File: src/rtl/biquad8_coeff_loader.sv
// ---------------------------------------------------------------------------
// biquad8_coeff_loader
//
// Holds a small table of {register, coefficient} pairs and, on request,
// streams the first N entries to a biquad filter block over a Wishbone
// master port. A final write of 1 to word 0 commits the new coefficients.
// Transfers that see wb_err_i, or that wait too long for an ack, abort the
// sequence and raise a sticky error flag.
//
// Ports
//   wb_clk_i, wb_rst_i       clock, asynchronous active-high reset
//   tbl_wr_i/adr/reg/coeff   table write port (accepted only while idle)
//   count_i, start_i         number of entries to send, start pulse
//   busy_o, done_o, err_o    sequence status (done_o is a one-cycle pulse)
//   wb_cyc_o .. wb_sel_o     Wishbone master request (all registered)
//   wb_ack_i, wb_err_i       Wishbone slave response
// ---------------------------------------------------------------------------
module biquad8_coeff_loader #(
    parameter int NENTRY  = 32,
    parameter int TIMEOUT = 255
) (
    input  logic        wb_clk_i,
    input  logic        wb_rst_i,
    input  logic        tbl_wr_i,
    input  logic [4:0]  tbl_adr_i,
    input  logic [4:0]  tbl_reg_i,
    input  logic [17:0] tbl_coeff_i,
    input  logic [5:0]  count_i,
    input  logic        start_i,
    output logic        busy_o,
    output logic        done_o,
    output logic        err_o,
    output logic        wb_cyc_o,
    output logic        wb_stb_o,
    output logic        wb_we_o,
    output logic [6:0]  wb_adr_o,
    output logic [31:0] wb_dat_o,
    output logic [3:0]  wb_sel_o,
    input  logic        wb_ack_i,
    input  logic        wb_err_i
);

    typedef enum logic [2:0] {
        IDLE   = 3'd0,
        FETCH  = 3'd1,
        WRITE  = 3'd2,
        UPDATE = 3'd3,
        ABORT  = 3'd4
    } state_t;

    localparam logic [5:0] N_MAX     = 6'(NENTRY);
    // Last wait-count value at which a transfer is still allowed to finish.
    localparam logic [7:0] WAIT_LAST = 8'(TIMEOUT - 1);

    // Table entry layout: {reg[4:0], coeff[17:0]}
    logic [22:0] tbl_mem_r [NENTRY];
    logic [22:0] rd_entry_s;

    state_t      state_r,  state_nxt_s;
    logic [5:0]  idx_r,    idx_nxt_s;
    logic [5:0]  n_r,      n_nxt_s;
    logic [7:0]  wait_r,   wait_nxt_s;
    logic        busy_r,   busy_nxt_s;
    logic        done_r,   done_nxt_s;
    logic        err_r,    err_nxt_s;
    logic        cyc_r,    cyc_nxt_s;
    logic        we_r,     we_nxt_s;
    logic [6:0]  adr_r,    adr_nxt_s;
    logic [31:0] dat_r,    dat_nxt_s;
    logic [3:0]  sel_r,    sel_nxt_s;

    logic [5:0]  idx_inc_s;
    logic        ack_s;
    logic        fail_s;

    // Table write port; contents deliberately survive reset.
    always_ff @(posedge wb_clk_i) begin
        if (tbl_wr_i && !busy_r) begin
            tbl_mem_r[tbl_adr_i] <= {tbl_reg_i, tbl_coeff_i};
        end
    end

    // The FETCH cycle is the read-latency cycle: the entry is captured
    // straight into the registered bus outputs on the FETCH->WRITE edge.
    assign rd_entry_s = tbl_mem_r[idx_r[4:0]];
    assign idx_inc_s  = idx_r + 6'd1;

    // Responses only count while a cycle is open; ack wins over err.
    assign ack_s  = cyc_r & wb_ack_i;
    assign fail_s = cyc_r & ~wb_ack_i & (wb_err_i | (wait_r == WAIT_LAST));

    // State and output registers.
    always_ff @(posedge wb_clk_i or posedge wb_rst_i) begin
        if (wb_rst_i) begin
            state_r <= IDLE;
            idx_r   <= 6'd0;
            n_r     <= 6'd0;
            wait_r  <= 8'd0;
            busy_r  <= 1'b0;
            done_r  <= 1'b0;
            err_r   <= 1'b0;
            cyc_r   <= 1'b0;
            we_r    <= 1'b0;
            adr_r   <= 7'd0;
            dat_r   <= 32'd0;
            sel_r   <= 4'd0;
        end else begin
            state_r <= state_nxt_s;
            idx_r   <= idx_nxt_s;
            n_r     <= n_nxt_s;
            wait_r  <= wait_nxt_s;
            busy_r  <= busy_nxt_s;
            done_r  <= done_nxt_s;
            err_r   <= err_nxt_s;
            cyc_r   <= cyc_nxt_s;
            we_r    <= we_nxt_s;
            adr_r   <= adr_nxt_s;
            dat_r   <= dat_nxt_s;
            sel_r   <= sel_nxt_s;
        end
    end

    // Next-state and next-output logic for the sequencer.
    always_comb begin
        state_nxt_s = state_r;
        idx_nxt_s   = idx_r;
        n_nxt_s     = n_r;
        wait_nxt_s  = wait_r;
        busy_nxt_s  = busy_r;
        done_nxt_s  = 1'b0;
        err_nxt_s   = err_r;
        cyc_nxt_s   = cyc_r;
        we_nxt_s    = we_r;
        adr_nxt_s   = adr_r;
        dat_nxt_s   = dat_r;
        sel_nxt_s   = sel_r;

        case (state_r)
            IDLE: begin
                if (start_i) begin
                    if (count_i > N_MAX) begin
                        n_nxt_s = N_MAX;
                    end else begin
                        n_nxt_s = count_i;
                    end
                    err_nxt_s  = 1'b0;
                    idx_nxt_s  = 6'd0;
                    busy_nxt_s = 1'b1;
                    if (count_i == 6'd0) begin
                        state_nxt_s = UPDATE;
                    end else begin
                        state_nxt_s = FETCH;
                    end
                end else begin
                    state_nxt_s = IDLE;
                end
            end

            FETCH: begin
                // cyc is low here, which also provides the inter-transfer gap.
                cyc_nxt_s   = 1'b1;
                we_nxt_s    = 1'b1;
                sel_nxt_s   = 4'hF;
                adr_nxt_s   = {rd_entry_s[22:18], 2'b00};
                dat_nxt_s   = {14'd0, rd_entry_s[17:0]};
                wait_nxt_s  = 8'd0;
                state_nxt_s = WRITE;
            end

            WRITE: begin
                if (ack_s) begin
                    cyc_nxt_s = 1'b0;
                    we_nxt_s  = 1'b0;
                    sel_nxt_s = 4'h0;
                    idx_nxt_s = idx_inc_s;
                    if (idx_inc_s < n_r) begin
                        state_nxt_s = FETCH;
                    end else begin
                        state_nxt_s = UPDATE;
                    end
                end else if (fail_s) begin
                    cyc_nxt_s   = 1'b0;
                    we_nxt_s    = 1'b0;
                    sel_nxt_s   = 4'h0;
                    state_nxt_s = ABORT;
                end else begin
                    wait_nxt_s = wait_r + 8'd1;
                end
            end

            UPDATE: begin
                // First cycle in UPDATE opens the commit write (cyc was low).
                if (!cyc_r) begin
                    cyc_nxt_s  = 1'b1;
                    we_nxt_s   = 1'b1;
                    sel_nxt_s  = 4'hF;
                    adr_nxt_s  = 7'h00;
                    dat_nxt_s  = 32'h0000_0001;
                    wait_nxt_s = 8'd0;
                end else if (ack_s) begin
                    cyc_nxt_s   = 1'b0;
                    we_nxt_s    = 1'b0;
                    sel_nxt_s   = 4'h0;
                    done_nxt_s  = 1'b1;
                    busy_nxt_s  = 1'b0;
                    state_nxt_s = IDLE;
                end else if (fail_s) begin
                    cyc_nxt_s   = 1'b0;
                    we_nxt_s    = 1'b0;
                    sel_nxt_s   = 4'h0;
                    state_nxt_s = ABORT;
                end else begin
                    wait_nxt_s = wait_r + 8'd1;
                end
            end

            ABORT: begin
                cyc_nxt_s   = 1'b0;
                we_nxt_s    = 1'b0;
                sel_nxt_s   = 4'h0;
                err_nxt_s   = 1'b1;
                done_nxt_s  = 1'b1;
                busy_nxt_s  = 1'b0;
                state_nxt_s = IDLE;
            end

            default: begin
                cyc_nxt_s   = 1'b0;
                we_nxt_s    = 1'b0;
                sel_nxt_s   = 4'h0;
                busy_nxt_s  = 1'b0;
                state_nxt_s = IDLE;
            end
        endcase
    end

    assign busy_o   = busy_r;
    assign done_o   = done_r;
    assign err_o    = err_r;
    assign wb_cyc_o = cyc_r;
    assign wb_stb_o = cyc_r;
    assign wb_we_o  = we_r;
    assign wb_adr_o = adr_r;
    assign wb_dat_o = dat_r;
    assign wb_sel_o = sel_r;

endmodule

File: config.mk
export PLATFORM = sky130hd
export DESIGN_NAME = biquad8_coeff_loader
export DESIGN_NICKNAME = d
export VERILOG_FILES = /design/src/rtl/biquad8_coeff_loader.sv
export SDC_FILE = /design/constraint.sdc
export NUM_CORES = 1
export LEC_CHECK = 0
export BUFFER_PORTS_ARGS = -buffer_cell sky130_fd_sc_hd__buf_4
export CORE_MARGIN = 2
export CORE_UTILIZATION = 59
export DETAILED_ROUTE_END_ITERATION = 12
export GPL_TIMING_DRIVEN = 1
export PLACE_DENSITY = 0.83
export SYNTH_ARGS = -nofsm -noshare
export SYNTH_HDL_FRONTEND = slang
export SYNTH_SLANG_ARGS = --single-unit
File: constraint.sdc
create_clock -name wb_clk_i -period 5 [get_ports wb_clk_i]
set_input_delay 0.25 -clock wb_clk_i [delete_from_list [all_inputs] [get_ports wb_clk_i]]
set_output_delay 0.25 -clock wb_clk_i [all_outputs]
set_load 0.005 [all_outputs]
==> flow_summary_export.csv, run 1 <==
group,metric,value,unit
synthesis,async_reset_ff_frac,0.0695,
routing,drtIter0Drc,2286,
job,drv_cap,0,
sta,setup_violations,0,
routing,drc,0,
routing,wirelength,75.1,mm
finish,nets,1808,
routing,drt_first_pass_iters,6,
sta,fin_crit,3.56,ns
floorplanning,die_h,233,um
synthesis,post_synth_num_cell_types,53,
clock_tree,cts-root-buf,"clkbuf_16",
run_status,status,"finished clean",
worst_hold_path,worstHoldPathType,"in -> reg",
synthesis,synth_ff_type,"edfxtp_1",
power_and_ir_drop,p_comb_frac,0.164,
floorplanning,io_pins,89,
clock_tree,cts_tree,"yes",
synthesis,syn_avg_cell_area,18.8,um^2
sta,rsz0062_at_grt,"no",
setup_path,worstSetupEndpointType,"flop",
clock_tree,cts_sinks,791,
setup_path,worstSetupPathType,"reg -> reg",
synthesis,synth.area.top_cells,"edfxtp_1 (72%), mux4_2 (6.6%), mux2i_1 (6.1%)",
finish,n_fill_cell,3074,
power_and_ir_drop,pwr-share-clk,0.354,
routing,wl_per_cell,30.0,um
global_route,grt_max_degree,146,
clock_tree,clk_pin_slew,0.06,ns
sta,max_slew_margin,0.0332,
finish,final-seq-area,23500,um^2
synthesis,seq_area_frac_synth,0.760,
finish,multi_input_area,6900,um^2
synthesis,ys_ff_latch,791,
synthesis,netlist_instances,1644,
clock_tree,cts_inserted_buffers,76,
finish,areaGrowthSynthToFinish,12.8,%
setup_path,path_max_fanout,70,
clock_tree,htreeDepth,3,
power_and_ir_drop,irDropWorstVdd,0.000273,V
routing,avgViaCountPerCell,6.70,
setup_path,setup.worst_path.start_class,"flop",
routing,routed-via-count,16800,
sta,hold_ws,0.0458,ns
synthesis,syn_area,30900,um^2
setup_path,r2r_slack,1.44,ns
floorplanning,die_area,54200,um^2
synthesis,synth_edf_count,736,
floorplanning,rows,83,
floorplanning,start_util,0.599,
sta,hold_viol,0,
sta,finClkSkew,0.0178,ns
synthesis,yosys.area.top_type,"edfxtp_1",
finish,drive_above_1_share,0.202,
clock_tree,clock_latency,0.63,ns
power_and_ir_drop,powerDensity,464,nW/um^2
setup_path,arrival,4.03,ns
global_route,track_usage,0.282,
floorplanning,die_w,233,um
sta,fmax,281,MHz
sta,slew_violations,0,
placement,routabilityCongestion,0.815,
setup_path,worstPathRequired,5.47,ns
placement,io_buffers,72,
sta,worst_slew_pin_slew,1.45,ns
synthesis,ys_warn_count,0,
sta,tns,0,ns
power_and_ir_drop,p_int,11.9,mW
synthesis,synth_top_area_share,0.716,
power_and_ir_drop,p_leak,11.1,nW
power_and_ir_drop,netSwitchingFraction,0.267,
global_route,grt_pass1_wl,109,mm
placement,dp_hpwl,41.4,mm
global_route,gr-total-overflow,0,
routing,ant_nets,0,
global_route,grt_pass1_vias,17000,
clock_tree,clk_path_buf_depth,3,
power_and_ir_drop,pwr-share-seq,0.482,
power_and_ir_drop,p_sw,4.31,mW
floorplanning,core_area,51500,um^2
clock_tree,cts_setup_buffers,0,
sta,period_share,0.712,
global_route,grt_antenna_before_repair,3,
stage by stage:
step / instance area (um^2) / total power [mW] / worst slack, ns / util / instances
final: 34800 / 16.2 / 1.44 / 0.676 / 2501
after global routing: 34800 / 16.6 / 1.46 / 0.676 / 2500
after CTS: 34800 / 16.2 / 1.54 / 0.676 / 2500
after detailed placement: 32200 / 10.5 / 1.59 / 0.625 / 2352
after global placement: 32200 / 10.4 / 1.70 / 0.625 / 2352
after floorplan: 30900 / 9.54 / 2.57 / - / 1659
logic make-up (layout without fill, tap and decap cells):
| kind of cell | count (synthesis) | count (layout) | synth area share |
|---|---|---|---|
| flip-flops | 791 | 791 | 0.760 |
| buffers and inverters | 119 | 280 | 0.0211 |
| adder cells (fa/ha/maj) | 8 | 8 | 0.00324 |
| AND/OR/NAND/NOR | 230 | 230 | 0.0348 |
| AO/OA/AOI/OAI | 206 | 206 | 0.0496 |
| multiplexers | 281 | 281 | 0.129 |
| XOR/XNOR | 8 | 8 | 0.00227 |
| other | 1 | 17 | 0.000121 |
path summary, 6_finish.rpt:
kind,from,to,depth (start not counted)
worst max-delay path,idx_r[1],wb_adr_o[4],5
worst min-delay path,wb_err_i,state_r[2],3
worst max register to register,idx_r[1],wb_adr_o[4],5
worst min register to register,n_r[3],n_r[3],2
max in group asynchronous,wb_rst_i,idx_r[2],4
min in group asynchronous,wb_rst_i,wb_sel_o[3],4
cells in the mapped netlist (all sizes together), types with 8 or more instances:
cell type and instances:
edfxtp 736, mux2i 188, a22oi 128, mux4 92
buf 79, nand2 66, nor2 59, dfrtp 55
nand3 55, clkbuf 28, a32oi 20, inv 12
o21ai 12, a21oi 11, nand2b 9, ha 8
nor2b 8, o21a 8
sequential cells by signal, summed over array words and instances, names as in the netlist, 3 cells and up:
signal     cells
idx_r          6
n_r            6
state_r        3
tbl_mem_r    736
wait_r         8
wb_adr_o       5
wb_dat_o      18
wb_sel_o       4
area by class of cell:
| class | instances | share of cell area |
|---|---|---|
| clock inverters | 42 | 0.0137 |
| clock buffers | 96 | 0.0582 |
| well taps | 680 | 0.0244 |
| repair buffers | 130 | 0.0295 |
| diodes | 1 | 0.0000719 |
| multi-input cells | 749 | 0.198 |
| inverters | 12 | 0.00129 |
| flip-flops and latches | 791 | 0.675 |
power groups by stage:
stage | logic [mW] | registers (mW) | clock network, mW
final | 2.65 | 7.79 | 5.73
after global routing | 2.82 | 7.81 | 6.00
after CTS | 2.62 | 7.79 | 5.77
after detailed placement | 2.56 | 7.92 | 0
after global placement | 2.50 | 7.91 | 0
after floorplan | 1.88 | 7.66 | 0
cells in the final DEF, fill, tap and decap left out, drive strengths merged, types with 3 or more instances in the layout:
cell / count
and2: 6
dlygate4sd3: 10
bufinv: 8
edfxtp: 736
o21a: 8
or3: 3
buf: 120
o21ai: 12
nand3: 55
inv: 14
xnor2: 4
nor2b: 8
xor2: 4
nor2: 59
a22o: 4
mux2i: 188
nor3: 3
mux4: 92
nand3b: 5
a211o: 4
a21oi: 11
dfrtp: 55
clkinv: 31
a31oi: 6
nor4: 3
nand2b: 9
nand2: 66
a22oi: 128
ha: 8
a32oi: 20
conb: 16
nand4: 5
clkbuf: 96
critical path, stage by stage (launching register included):
cell	delay [ns]
dfrtp_4	1.13
buf_4	0.83
mux2i_1	0.30
a22oi_1	0.15
a32oi_1	0.68
nand3_1	0.16
metal layers:
metal | up-vias | part of all wire | GRT usage | wire length (um)
met2 | 1200 | 0.48 | 0.447 | 36000
met4 | 6 | 0.046 | 0.125 | 3440
met1 | 8469 | 0.36 | 0.370 | 26900
met5 | - | 0.00044 | 0 | 33
met3 | 230 | 0.12 | 0.0761 | 8680
li1 | 6857 | - | - | -
timing repair:
item                                   CTS  global route
hold buffers                            10             0
resized for setup                        0             0
endpoints found under the hold margin   65             0
Power figures use the tool's default switching activity.
==> run 2, diff against run 1 <==
==> constraint.sdc (replaced) <==
create_clock -name wb_clk_i -period 3.7 [get_ports wb_clk_i]
set_input_delay 0.185 -clock wb_clk_i [delete_from_list [all_inputs] [get_ports wb_clk_i]]
set_output_delay 0.185 -clock wb_clk_i [all_outputs]
set_load 0.005 [all_outputs]
==> run 2 against run 1 <==
  * Worst hold slack improved by 0.0011 ns
  * Sequential share of layout area decreased by 0.82 points
  * Largest cell class unchanged
  * Largest power group unchanged
  * Flip-flop and latch count unchanged
==> flow_summary_export.csv, run 2 (synthesis gave the netlist of run 1 again) <==
group,metric,value,unit
placement,dp_hpwl,43.8,mm
global_route,gr-total-overflow,0,
clock_tree,clk_path_buf_depth,3,
routing,avgViaCountPerCell,6.75,
placement,io_buffers,72,
power_and_ir_drop,powerDensity,627,nW/um^2
clock_tree,cts_inserted_buffers,75,
routing,ant_nets,0,
global_route,grt_max_degree,92,
setup_path,path_max_fanout,54,
finish,areaGrowthSynthToFinish,14.1,%
routing,drc,0,
floorplanning,start_util,0.599,
routing,routed-via-count,17200,
worst_hold_path,worstHoldPathType,"in -> reg",
sta,tns,0,ns
sta,slew_violations,0,
clock_tree,clock_latency,0.63,ns
finish,final_util,0.684,
finish,drive_above_1_share,0.205,
clock_tree,htreeDepth,3,
sta,finClkSkew,0.0172,ns
finish,largest_register_ffs,736,
floorplanning,io_pins,89,
routing,wl_per_cell,30.3,um
job,drv_cap,0,
sta,setup_violations,0,
power_and_ir_drop,irDropWorstVdd,0.000462,V
routing,drtIter0Drc,2858,
sta,worst_slew_pin_slew,0.931,ns
finish,nets,1848,
finish,regMostFlops,"tbl_mem_r",
setup_path,setup.worst_path.start_class,"flop",
floorplanning,die_area,54200,um^2
setup_path,arrival,3.36,ns
floorplanning,die_w,233,um
global_route,grt_pass1_wl,111,mm
finish,final_cell_mix,"edfxtp_1 (736), mux2i_1 (188), buf_4 (130)",
setup_path,worstSetupPathType,"reg -> reg",
placement,routabilityCongestion,0.831,
global_route,grt_antenna_before_repair,2,
clock_tree,clk_pin_slew,0.06,ns
run_status,status,"finished clean",
sta,fmax,347,MHz
floorplanning,core_area,51500,um^2
finish,n_fill_cell,3064,
sta,max_slew_margin,0.378,
sta,hold_viol,0,
setup_path,worstSetupEndpointType,"flop",
global_route,track_usage,0.288,
floorplanning,die_h,233,um
global_route,grt_pass1_vias,17300,
sta,fin_crit,2.88,ns
sta,period_share,0.779,
power_and_ir_drop,p_leak,11.3,nW
clock_tree,cts_tree,"yes",
routing,drt_first_pass_iters,5,
finish,final_common_cell,"edfxtp_1",
clock_tree,cts-root-buf,"clkbuf_16",
clock_tree,cts_sinks,791,
finish,num_antenna_cells,0,
sta,rsz0062_at_grt,"no",
floorplanning,rows,83,
setup_path,worstPathRequired,4.18,ns
routing,wirelength,77.0,mm
run 2: cell count changes in the layout (fill, tap and decap cells not counted), sizes merged:
cell	delta
buf	+18
bufinv	+1
clkbuf	+6
clkinv	-9
diode	-1
dlygate4sd3	+23
inv	+3
run 2: power breakdown:
group          total [mW]  switching (mW)  internal (mW)
registers            10.5           0.441           10.0
clock network        7.84            3.30           4.55
logic                3.77            2.18           1.59
total                22.1            5.92           16.2
run 2: critical path, stage by stage (launching register included):
cell,delay [ns]
dfrtp_4,0.98
buf_12,0.42
buf_4,0.52
mux2i_1,0.34
a22oi_1,0.14
nand3_1,0.17
nand3_1,0.09
run 2: worst paths after layout:
check,from,end,slack (ns),cells past startpoint
max,idx_r[2],wb_dat_o[14],0.82,6
min,wb_err_i,state_r[1],0.05,4
max reg2reg,idx_r[2],wb_dat_o[14],0.82,6
min reg2reg,wb_sel_o[1],wb_sel_o[1],0.49,1
max in group asynchronous,wb_rst_i,idx_r[0],2.48,4
min in group asynchronous,wb_rst_i,wb_sel_o[1],0.31,3
run 2: layer usage:
metal | part of all wire | track usage | up-vias | wire, um
met5 | 0.00042 | 0 | - | 32
li1 | - | - | 6926 | -
met3 | 0.11 | 0.0712 | 248 | 8760
met1 | 0.36 | 0.382 | 8714 | 27700
met2 | 0.48 | 0.457 | 1265 | 37000
met4 | 0.045 | 0.128 | 4 | 3500
run 2: layout make-up:
cell class / count / area (um^2) / share of cell area
sequential: 791 / 23500 / 0.666
clock buffer: 102 / 2050 / 0.0581
timing repair buffer: 171 / 1470 / 0.0416
tap: 680 / 851 / 0.0241
clock inverter: 37 / 445 / 0.0126
multi-input combinational: 749 / 6900 / 0.196
inverter: 12 / 45.0 / 0.00128
run 2: metrics by stage:
stage	instance area [um^2]	hold WS, ns	setup slack [ns]	power (mW)	instances
3_3_place_gp	32400	0.402	0.949	14.2	2370
6_report	35200	0.0469	0.817	22.1	2542
5_1_grt	35200	0.0669	0.733	22.7	2542
3_5_place_dp	32400	0.412	0.890	14.3	2370
2_1_floorplan	30900	0.257	1.27	12.9	1659
4_1_cts	35200	0.0384	0.841	22.1	2542
run 2: timing repair:
item                                   in CTS  in global routing
resized for setup                           0                  0
hold buffers                               33                  0
setup buffers                               0                  0
endpoints found under the hold margin     631                  0
